**config.mk**
```make
export PLATFORM = sky130hd
export DESIGN_NAME = seq_divider
export DESIGN_NICKNAME = d
export VERILOG_FILES = /design/src/rtl/div_pkg.sv /design/src/rtl/div_step.sv /design/src/rtl/seq_divider.sv
export SDC_FILE = /design/constraint.sdc
export NUM_CORES = 1
export LEC_CHECK = 0
export BUFFER_PORTS_ARGS = -buffer_cell sky130_fd_sc_hd__buf_4
export CORE_ASPECT_RATIO = 1.75
export CORE_UTILIZATION = 25
export DETAILED_ROUTE_END_ITERATION = 6
export PLACE_DENSITY_LB_ADDON = 0.2
export SKIP_CTS_REPAIR_TIMING = 1
export SYNTH_ARGS = -nofsm -noshare
export SYNTH_HDL_FRONTEND = slang
export SYNTH_SLANG_ARGS = --single-unit
```
**constraint.sdc**
```tcl
create_clock -name clk -period 7.5 [get_ports clk]
set_input_delay 1.125 -clock clk [delete_from_list [all_inputs] [get_ports clk]]
set_output_delay 1.125 -clock clk [all_outputs]
set_load 0.02 [all_outputs]
```
**src/rtl/div_pkg.sv**
```systemverilog
// Shared types and sizes for the sequential divider.
package div_pkg;

  localparam int DIV_W     = 32;
  localparam int DIV_CNT_W = $clog2(DIV_W) + 1;

  typedef enum logic [1:0] {IDLE, BUSY, FIX, DONE} div_state_t;

endpackage

```
**src/rtl/div_step.sv**
```systemverilog
// One combinational restoring-division iteration on magnitudes.
module div_step #(
  parameter int WIDTH = 32
) (
  input  logic [WIDTH:0]   rem_in,
  input  logic [WIDTH-1:0] dvd_in,
  input  logic [WIDTH-1:0] divisor,
  output logic [WIDTH:0]   rem_out,
  output logic [WIDTH-1:0] dvd_out,
  output logic             q_bit
);

  logic [WIDTH+1:0] w_rem_sh;
  logic [WIDTH+1:0] w_diff;

  assign w_rem_sh = {rem_in, dvd_in[WIDTH-1]};
  // The extra top bit of the difference acts as the borrow: clear means rem >= divisor.
  assign w_diff   = w_rem_sh - {2'b00, divisor};
  assign q_bit    = ~w_diff[WIDTH+1];
  assign rem_out  = q_bit ? w_diff[WIDTH:0] : w_rem_sh[WIDTH:0];
  assign dvd_out  = {dvd_in[WIDTH-2:0], 1'b0};

endmodule

```
**src/rtl/seq_divider.sv**
```systemverilog
// Multicycle signed divider: remainder on hi, quotient on lo, ready pulses WIDTH+2 cycles after accept.
// Optional macro SEQ_DIVIDER_UNSIGNED_EN adds the is_unsigned input (DIVU semantics when set).
module seq_divider
  import div_pkg::*;
#(
  parameter int WIDTH = DIV_W
) (
  input  logic             clk,
  input  logic             reset,
`ifdef SEQ_DIVIDER_UNSIGNED_EN
  input  logic             is_unsigned,
`endif
  input  logic             start,
  input  logic [WIDTH-1:0] a,
  input  logic [WIDTH-1:0] b,
  output logic [WIDTH-1:0] hi,
  output logic [WIDTH-1:0] lo,
  output logic             ready,
  output logic             div_zero
);

  localparam int CW = $clog2(WIDTH) + 1;

  div_state_t       r_state;
  div_state_t       w_next_state;
  logic [WIDTH:0]   r_rem;
  logic [WIDTH-1:0] r_dvd;
  logic [WIDTH-1:0] r_dvs;
  logic [WIDTH-1:0] r_hi;
  logic [WIDTH-1:0] r_lo;
  logic [CW-1:0]    r_count;
  logic             r_sign_q;
  logic             r_sign_r;
  logic             r_div_zero;

  logic             w_signed;
  logic             w_b_zero;
  logic             w_accept;
  logic             w_step;
  logic             w_fix;
  logic [WIDTH-1:0] w_abs_a;
  logic [WIDTH-1:0] w_abs_b;
  logic [WIDTH:0]   w_rem_nxt;
  logic [WIDTH-1:0] w_dvd_nxt;
  logic             w_q_bit;

`ifdef SEQ_DIVIDER_UNSIGNED_EN
  assign w_signed = ~is_unsigned;
`else
  assign w_signed = 1'b1;
`endif

  assign w_b_zero = (b == '0);
  // Negating 0x80000000 wraps back to itself, which is the correct unsigned magnitude.
  assign w_abs_a  = (w_signed && a[WIDTH-1]) ? -a : a;
  assign w_abs_b  = (w_signed && b[WIDTH-1]) ? -b : b;

  div_step #(.WIDTH(WIDTH)) u_step (
    .rem_in  (r_rem),
    .dvd_in  (r_dvd),
    .divisor (r_dvs),
    .rem_out (w_rem_nxt),
    .dvd_out (w_dvd_nxt),
    .q_bit   (w_q_bit)
  );

  always_comb begin
    w_next_state = r_state;
    w_accept     = 1'b0;
    w_step       = 1'b0;
    w_fix        = 1'b0;
    case (r_state)
      IDLE, DONE: begin
        if (start) begin
          w_accept     = 1'b1;
          w_next_state = w_b_zero ? DONE : BUSY;
        end else begin
          w_next_state = IDLE;
        end
      end
      BUSY: begin
        w_step = 1'b1;
        if (r_count == CW'(WIDTH - 1)) w_next_state = FIX;
      end
      FIX: begin
        w_fix        = 1'b1;
        w_next_state = DONE;
      end
      default: w_next_state = IDLE;
    endcase
  end

  always_ff @(posedge clk or posedge reset) begin
    if (reset) begin
      r_state    <= IDLE;
      r_rem      <= '0;
      r_dvd      <= '0;
      r_dvs      <= '0;
      r_hi       <= '0;
      r_lo       <= '0;
      r_count    <= '0;
      r_sign_q   <= 1'b0;
      r_sign_r   <= 1'b0;
      r_div_zero <= 1'b0;
    end else begin
      r_state <= w_next_state;
      if (w_accept) begin
        r_rem      <= '0;
        r_dvd      <= w_abs_a;
        r_dvs      <= w_abs_b;
        r_count    <= '0;
        r_sign_q   <= w_signed & (a[WIDTH-1] ^ b[WIDTH-1]);
        r_sign_r   <= w_signed & a[WIDTH-1];
        r_div_zero <= w_b_zero;
      end
      if (w_step) begin
        r_rem   <= w_rem_nxt;
        r_dvd   <= w_dvd_nxt | WIDTH'(w_q_bit);
        r_count <= r_count + CW'(1);
      end
      if (w_fix) begin
        r_lo <= r_sign_q ? -r_dvd : r_dvd;
        r_hi <= r_sign_r ? -r_rem[WIDTH-1:0] : r_rem[WIDTH-1:0];
      end
    end
  end

  assign hi       = r_hi;
  assign lo       = r_lo;
  assign ready    = (r_state == DONE);
  assign div_zero = r_div_zero;

endmodule

```
==> results of run 1 <==
-- registers in the layout, summed over array words and instances, names as in the netlist, 2 cells and up --
register,flops
r_dvd,32
r_rem,33
hi,32
r_dvs,32
r_state,2
r_count,6
lo,32
-- area by class of cell --
cell class                 count  share of cell area
multi-input combinational   1040              0.4867
sequential                   172              0.3191
timing repair buffer         143             0.07958
tap                          577             0.05352
clock buffer                  19             0.03357
inverter                      54             0.01540
clock inverter                12             0.01215
-- worst max-delay path, delay by kind of cell --
family                 cells  cell delay, ns
AND/OR/NAND/NOR            5            2.39
AO/OA/AOI/OAI              2            0.35
XOR/XNOR                   1            0.17
buffers and inverters      1            0.12
-- metrics by stage --
step	cells	worst slack, ns
3_3_place_gp	1986	3.198
5_1_grt	2017	3.221
3_5_place_dp	1986	3.182
4_1_cts	2017	3.596
6_report	2017	3.645
2_1_floorplan	1345	1.715
-- worst max path at each step --
stage	endpoint	slack (ns)	cells past startpoint
2_1_floorplan	div_zero$_DFFE_PP0P_	1.71	1
3_3_place_gp	r_dvd[30]$_DFFE_PP0P_	3.20	9
3_5_place_dp	r_dvd[29]$_DFFE_PP0P_	3.18	9
4_1_cts	r_rem[1]$_DFFE_PP0P_	3.60	10
5_1_grt	r_rem[1]$_DFFE_PP0P_	3.22	10
6_report	r_dvd[29]$_DFFE_PP0P_	3.65	9
-- kinds of logic (layout without fill, tap and decap cells) --
logic type	Yosys count	in the layout	synth area share
buffers and inverters	133	228	0.04743
AO/OA/AOI/OAI	394	394	0.2168
AND/OR/NAND/NOR	447	447	0.1871
adder cells (fa/ha/maj)	41	41	0.04578
multiplexers	16	16	0.01497
XOR/XNOR	142	142	0.1094
flip-flops	172	172	0.3786
-- routing by layer --
layer / track usage / part of all wire / vias up
met2: 0.2797 / 0.54 / 182
met3: 0.01926 / 0.032 / 37
met5: 0 / 0 / -
li1: - / - / 4969
met1: 0.1689 / 0.40 / 4603
met4: 0.05701 / 0.022 / 0
-- Yosys cell counts (all sizes together), types with 5 or more instances --
| master | n |
|---|---|
| dfrtp | 172 |
| nand2 | 166 |
| o21ai | 124 |
| a21oi | 117 |
| xor2 | 117 |
| nor2 | 99 |
| clkbuf | 70 |
| inv | 53 |
| ha | 40 |
| o31ai | 38 |
| nand3 | 37 |
| xnor2 | 25 |
| o221ai | 20 |
| nand4 | 19 |
| or3 | 19 |
| or4 | 17 |
| and3 | 16 |
| nand2b | 16 |
| o41ai | 16 |
| a21o | 15 |
| nor3 | 13 |
| nor4 | 13 |
| or2 | 12 |
| a311o | 9 |
| buf | 9 |
| o211ai | 9 |
| mux2 | 8 |
| mux2i | 8 |
| nor2b | 8 |
| a211oi | 6 |
| a21boi | 5 |
| a31oi | 5 |
| and2 | 5 |
-- power groups by stage --
stage	Clock (µW)	Sequential, µW	Combinational (µW)
CTS	981	1760	3570
global route	1020	1830	3990
finish	946	1750	3520
floorplan	0	1860	2400
global placement	0	1770	3530
detailed placement	0	1780	3560
==> results.yml, run 1 <==
power:
  p_leak_uw: 0.005825
  power.total_uw: 6220
  switching_share: 0.4696
  p_seq_frac: 0.282
  vdd_drop_max_mv: 0.1935
  power_per_cell_area_nw_per_um2: 461.0
  p_int_uw: 3299
  netSwitchingPower_uw: 2921
  power.share.clock: 0.152
  power_frac_comb: 0.566
placed_design:
  port_buffers: 132
  place_area_um2: 12870
  place_hpwl_um: 25470
  gp_congestion: 0.8325
critical_path:
  critPathMaxFanout: 4
  crit_path_start_kind: "primary input"
  cp_cell_sequence: "buf_4, or4_4, or4_4, or4_4, or4_4, or2_4, o31ai_4, xor2_1, o221ai_1"
  crit_required_ns: 7.80
  max_stage_delay_ns: 0.56
  timing_worst_setup_path_type: "in -> reg"
  rrSetupSlack_ns: 3.65
  worst_path_most_repeated_cell: "or4_4"
  r2r-end: "r_rem[1]$_DFFE_PP0P_"
  cp-startpoint: "a[10]"
  r2r-start: "r_rem[3]$_DFFE_PP0P_"
  arrival_ns: 4.15
  end_kind: "flip-flop"
  r2r_cells: 10
  slowest_stage: "or4_4"
route:
  wirelength_um: 33490
  vias: 9791
  ant_nets: 0
  drtIter0Drc: 353
  wl_per_cell_um: 16.60
  drc: 0
  via_per_inst: 4.854
  dr.pass1.iters: 4
sta:
  worstMarginPinSlew_ns: 1.051
  fin_skew_ns: 0.01428
  setup_tns_ns: 0
  fin_crit_ns: 3.855
  min_period_over_period: 0.5140
  max_freq_mhz: 259.4
  hold_viol: 0
  setup_viol: 0
  maxSlewViolCount: 0
  grt_setup_unrepaired: "no"
  timing.hold.ws_ns: 0.4797
  slew_headroom: 0.2995
final_layout:
  antennaDiodeCount: 0
  multi_input_area_um2: 6566
  fin_util: 0.2999
  final_cell_mix: "dfrtp_1 (172), nand2_1 (165), buf_4 (143), o21ai_0 (123)"
  design_area_um2: 13490
  areaGrowthSynthToFinish_pct: 18.65
  final_net_count: 1536
  final_common_cell: "dfrtp_1"
  fillers: 4816
  final-seq-area_um2: 4304
  drive_gt1_frac: 0.1479
grt:
  antenna_found_initial: 0
  grt_pass1_wl_um: 54080
  grt_overflow_total: 0
  grt.total_usage: 0.1500
  grt_pass1_vias: 9808
  grt_max_degree: 96
synthesis:
  netlist_area_um2: 11370
  synth_top_flop_cell: "dfrtp_1"
  yosys.area.top_type: "dfrtp_1"
  synth.top_cell.area_share: 0.3786
  synthArstFlopShare: 1.000
  synth.area.top_cells: "dfrtp_1 (38%), xor2_1 (9.0%), nand2_1 (5.5%), o21ai_0 (5.4%), a21oi_1 (5.2%)"
  ys_ff_latch: 172
  post_synth_num_cell_types: 68
  synth-edff-count: 0
  syn_avg_cell_area_um2: 8.453
  ys.warnings.count: 0
  syn_inst: 1345
  syn_nets: 1453
  ys_seq_area_frac: 0.3786
cts:
  root_buffer: "clkbuf_16"
  cts_made_buffers: 17
  clockBufferDepth: 2
  htree_num_levels: 4
  clk_pin_slew_ns: 0.07
  clock_latency_ns: 0.46
  cts_tree: "done"
  cts_sinks: 172
min_path:
  min_from: "r_dvs[27]$_DFFE_PP0P_"
  worstHoldPathCells: 2
  min_delay_worst_endpoint: "r_dvs[27]$_DFFE_PP0P_"
  hp-class: "reg -> reg"
floorplan:
  die_h_um: 284.1
  die_w_um: 163.2
  ios: 133
  initial_core_util: 0.2528
  core_area_um2: 44980
  die_area_um2: 46370
  placementRows: 103
run:
  drv_cap: 0
run_status:
  status: "finished, final reports clean"
Power figures use the tool's default switching activity.
==> run 2, diff against run 1 <==
- clock period: 7.5 -> 3.6 ns (I/O delays scaled with it)
==> results.yml, run 2 (synthesis gave the netlist of run 1 again) <==
run_status:
  status: "finished, final reports clean"
sta:
  slew_headroom: 0.3602
  maxSlewViolCount: 0
  grt_setup_unrepaired: "no"
  setup_viol: 0
  hold_viol: 0
  fin_crit_ns: 3.369
  max_freq_mhz: 296.8
  setup_tns_ns: 0
  fin_skew_ns: 0.008071
  worstMarginPinSlew_ns: 0.9576
  min_period_over_period: 0.9358
  setup_ws_ns: 0.2313
critical_path:
  path_buf_inv: 3
  max_stage_delay_ns: 0.44
  critPathMaxFanout: 6
  rrSetupSlack_ns: 0.23
  r2r-start: "r_dvd[31]$_DFFE_PP0P_"
  worstSetupPathDepth: 13
  crit_required_ns: 3.98
  crit_family: "compound AO/OA/AOI/OAI gates"
  timing_worst_setup_path_type: "reg -> reg"
  cp-startpoint: "r_dvd[31]$_DFFE_PP0P_"
  slowest_stage: "a2111oi_1"
  crit_path_start_kind: "flip-flop"
  arrival_ns: 3.74
  cp_cell_sequence: "inv_1, ha_1, inv_1, fa_1, a211o_1, a41o_1, a21oi_1, buf_4, o211ai_1, a2111oi_0, a41oi_1, a2111oi_1, a311o_1"
  crit_end: "r_rem[22]$_DFFE_PP0P_"
  end_kind: "flip-flop"
  r2r_cells: 13
  worst_path_most_repeated_cell: "inv_1"
  r2r-end: "r_rem[22]$_DFFE_PP0P_"
cts:
  htree_num_levels: 4
  cts_sinks: 172
  cts_tree: "done"
  clk_pin_slew_ns: 0.07
  clock_latency_ns: 0.44
  clockBufferDepth: 2
  cts_made_buffers: 17
  root_buffer: "clkbuf_16"
final_layout:
  final_cell_mix: "dfrtp_1 (172), buf_4 (169), nand2_1 (165), o21ai_0 (123)"
  drive_gt1_frac: 0.1643
  design_area_um2: 13750
  instances_no_fill: 2050
  final_common_cell: "dfrtp_1"
  largest_reg_flops: 33
  antennaDiodeCount: 0
  final_net_count: 1568
  areaGrowthSynthToFinish_pct: 20.96
  top_register: "r_rem"
route:
  dr.pass1.iters: 4
  vias: 9912
  via_per_inst: 4.835
  ant_nets: 0
  drtIter0Drc: 389
  wirelength_um: 33730
  wl_per_cell_um: 16.45
  drc: 0
placed_design:
  gp_congestion: 0.8375
  place_area_um2: 13180
  port_buffers: 132
  post-place-cells: 2018
  place_hpwl_um: 26130
  pre_cts_slack_ns: -0.1095
power:
  power_per_cell_area_nw_per_um2: 951.7
  p_leak_uw: 0.005985
  power.total_uw: 13090
  vdd_drop_max_mv: 0.4302
grt:
  grt_util_met3: 0.02116
  grt.total_usage: 0.1491
  grt_overflow_total: 0
  grt_max_degree: 81
  antenna_found_initial: 0
  grt_busiest_layer: "met2"
  use_met1: 0.1660
  grt_pass1_vias: 9890
  use_met2: 0.2832
  grt_pass1_wl_um: 54370
floorplan:
  placementRows: 103
  die_area_um2: 46370
  die_w_um: 163.2
  ios: 133
  core_area_um2: 44980
  die_h_um: 284.1
  initial_core_util: 0.2528
run:
  drv_cap: 0
min_path:
  hp-class: "in -> async"
[run 2: cell types whose count changed in the layout (fill, tap and decap cells not counted), sizes merged]
cell | before | now
buf | 143 | 175
bufinv | 3 | 1
clkbuf | 19 | 20
inv | 55 | 54
clkinv | 4 | 7
[run 2: how the worst min path moves through the flow]
stage / start / end / slack (ns) / cells past startpoint
floorplan: r_count[5]$_DFFE_PP0P_ / r_count[5]$_DFFE_PP0P_ / 0.45 / 1
global placement: r_dvs[27]$_DFFE_PP0P_ / r_dvs[27]$_DFFE_PP0P_ / 0.46 / 2
detailed placement: r_dvs[25]$_DFFE_PP0P_ / r_dvs[25]$_DFFE_PP0P_ / 0.47 / 2
CTS: reset / lo[4]$_DFFE_PP0P_ / 0.33 / 2
global route: reset / lo[3]$_DFFE_PP0P_ / 0.35 / 2
finish: reset / lo[3]$_DFFE_PP0P_ / 0.29 / 2
[run 2: through the flow]
stage,hold WS (ns),utilization
6_report,0.2917,0.3058
5_1_grt,0.3510,0.3058
4_1_cts,0.3250,0.3058
3_5_place_dp,0.4697,0.2930
3_3_place_gp,0.4641,0.2930
2_1_floorplan,0.4465,-
[run 2: metal layers]
| metal | share of wire | wire length [µm] |
|---|---|---|
| met2 | 0.55 | 18670 |
| met1 | 0.40 | 13380 |
| met5 | 0 | 0 |
| met4 | 0.017 | 565 |
| met3 | 0.033 | 1108 |
[run 2: final cells by class]
type                    instances  area (µm²)
flip-flops and latches        172        4304
fillers                      4823       31220
well taps                     577       721.9
inverters                      54       206.4
clock buffers                  20       456.7
multi-input cells            1040        6560
repair buffers                175        1389
clock inverters                12       115.1
[run 2: worst register-to-register path: stages, from the launching register on]
cell	delay (ns)
dfrtp_1	0.39
inv_1	0.12
ha_1	0.19
inv_1	0.06
fa_1	0.42
a211o_1	0.30
a41o_1	0.28
a21oi_1	0.16
buf_4	0.17
o211ai_1	0.11
a2111oi_0	0.41
a41oi_1	0.09
a2111oi_1	0.44
a311o_1	0.17
[run 2: where the power goes]
part           switching, µW  leakage, µW  internal, µW
logic                   4480      0.00361          3120
clock network            840     0.000273           996
registers                826      0.00211          2830
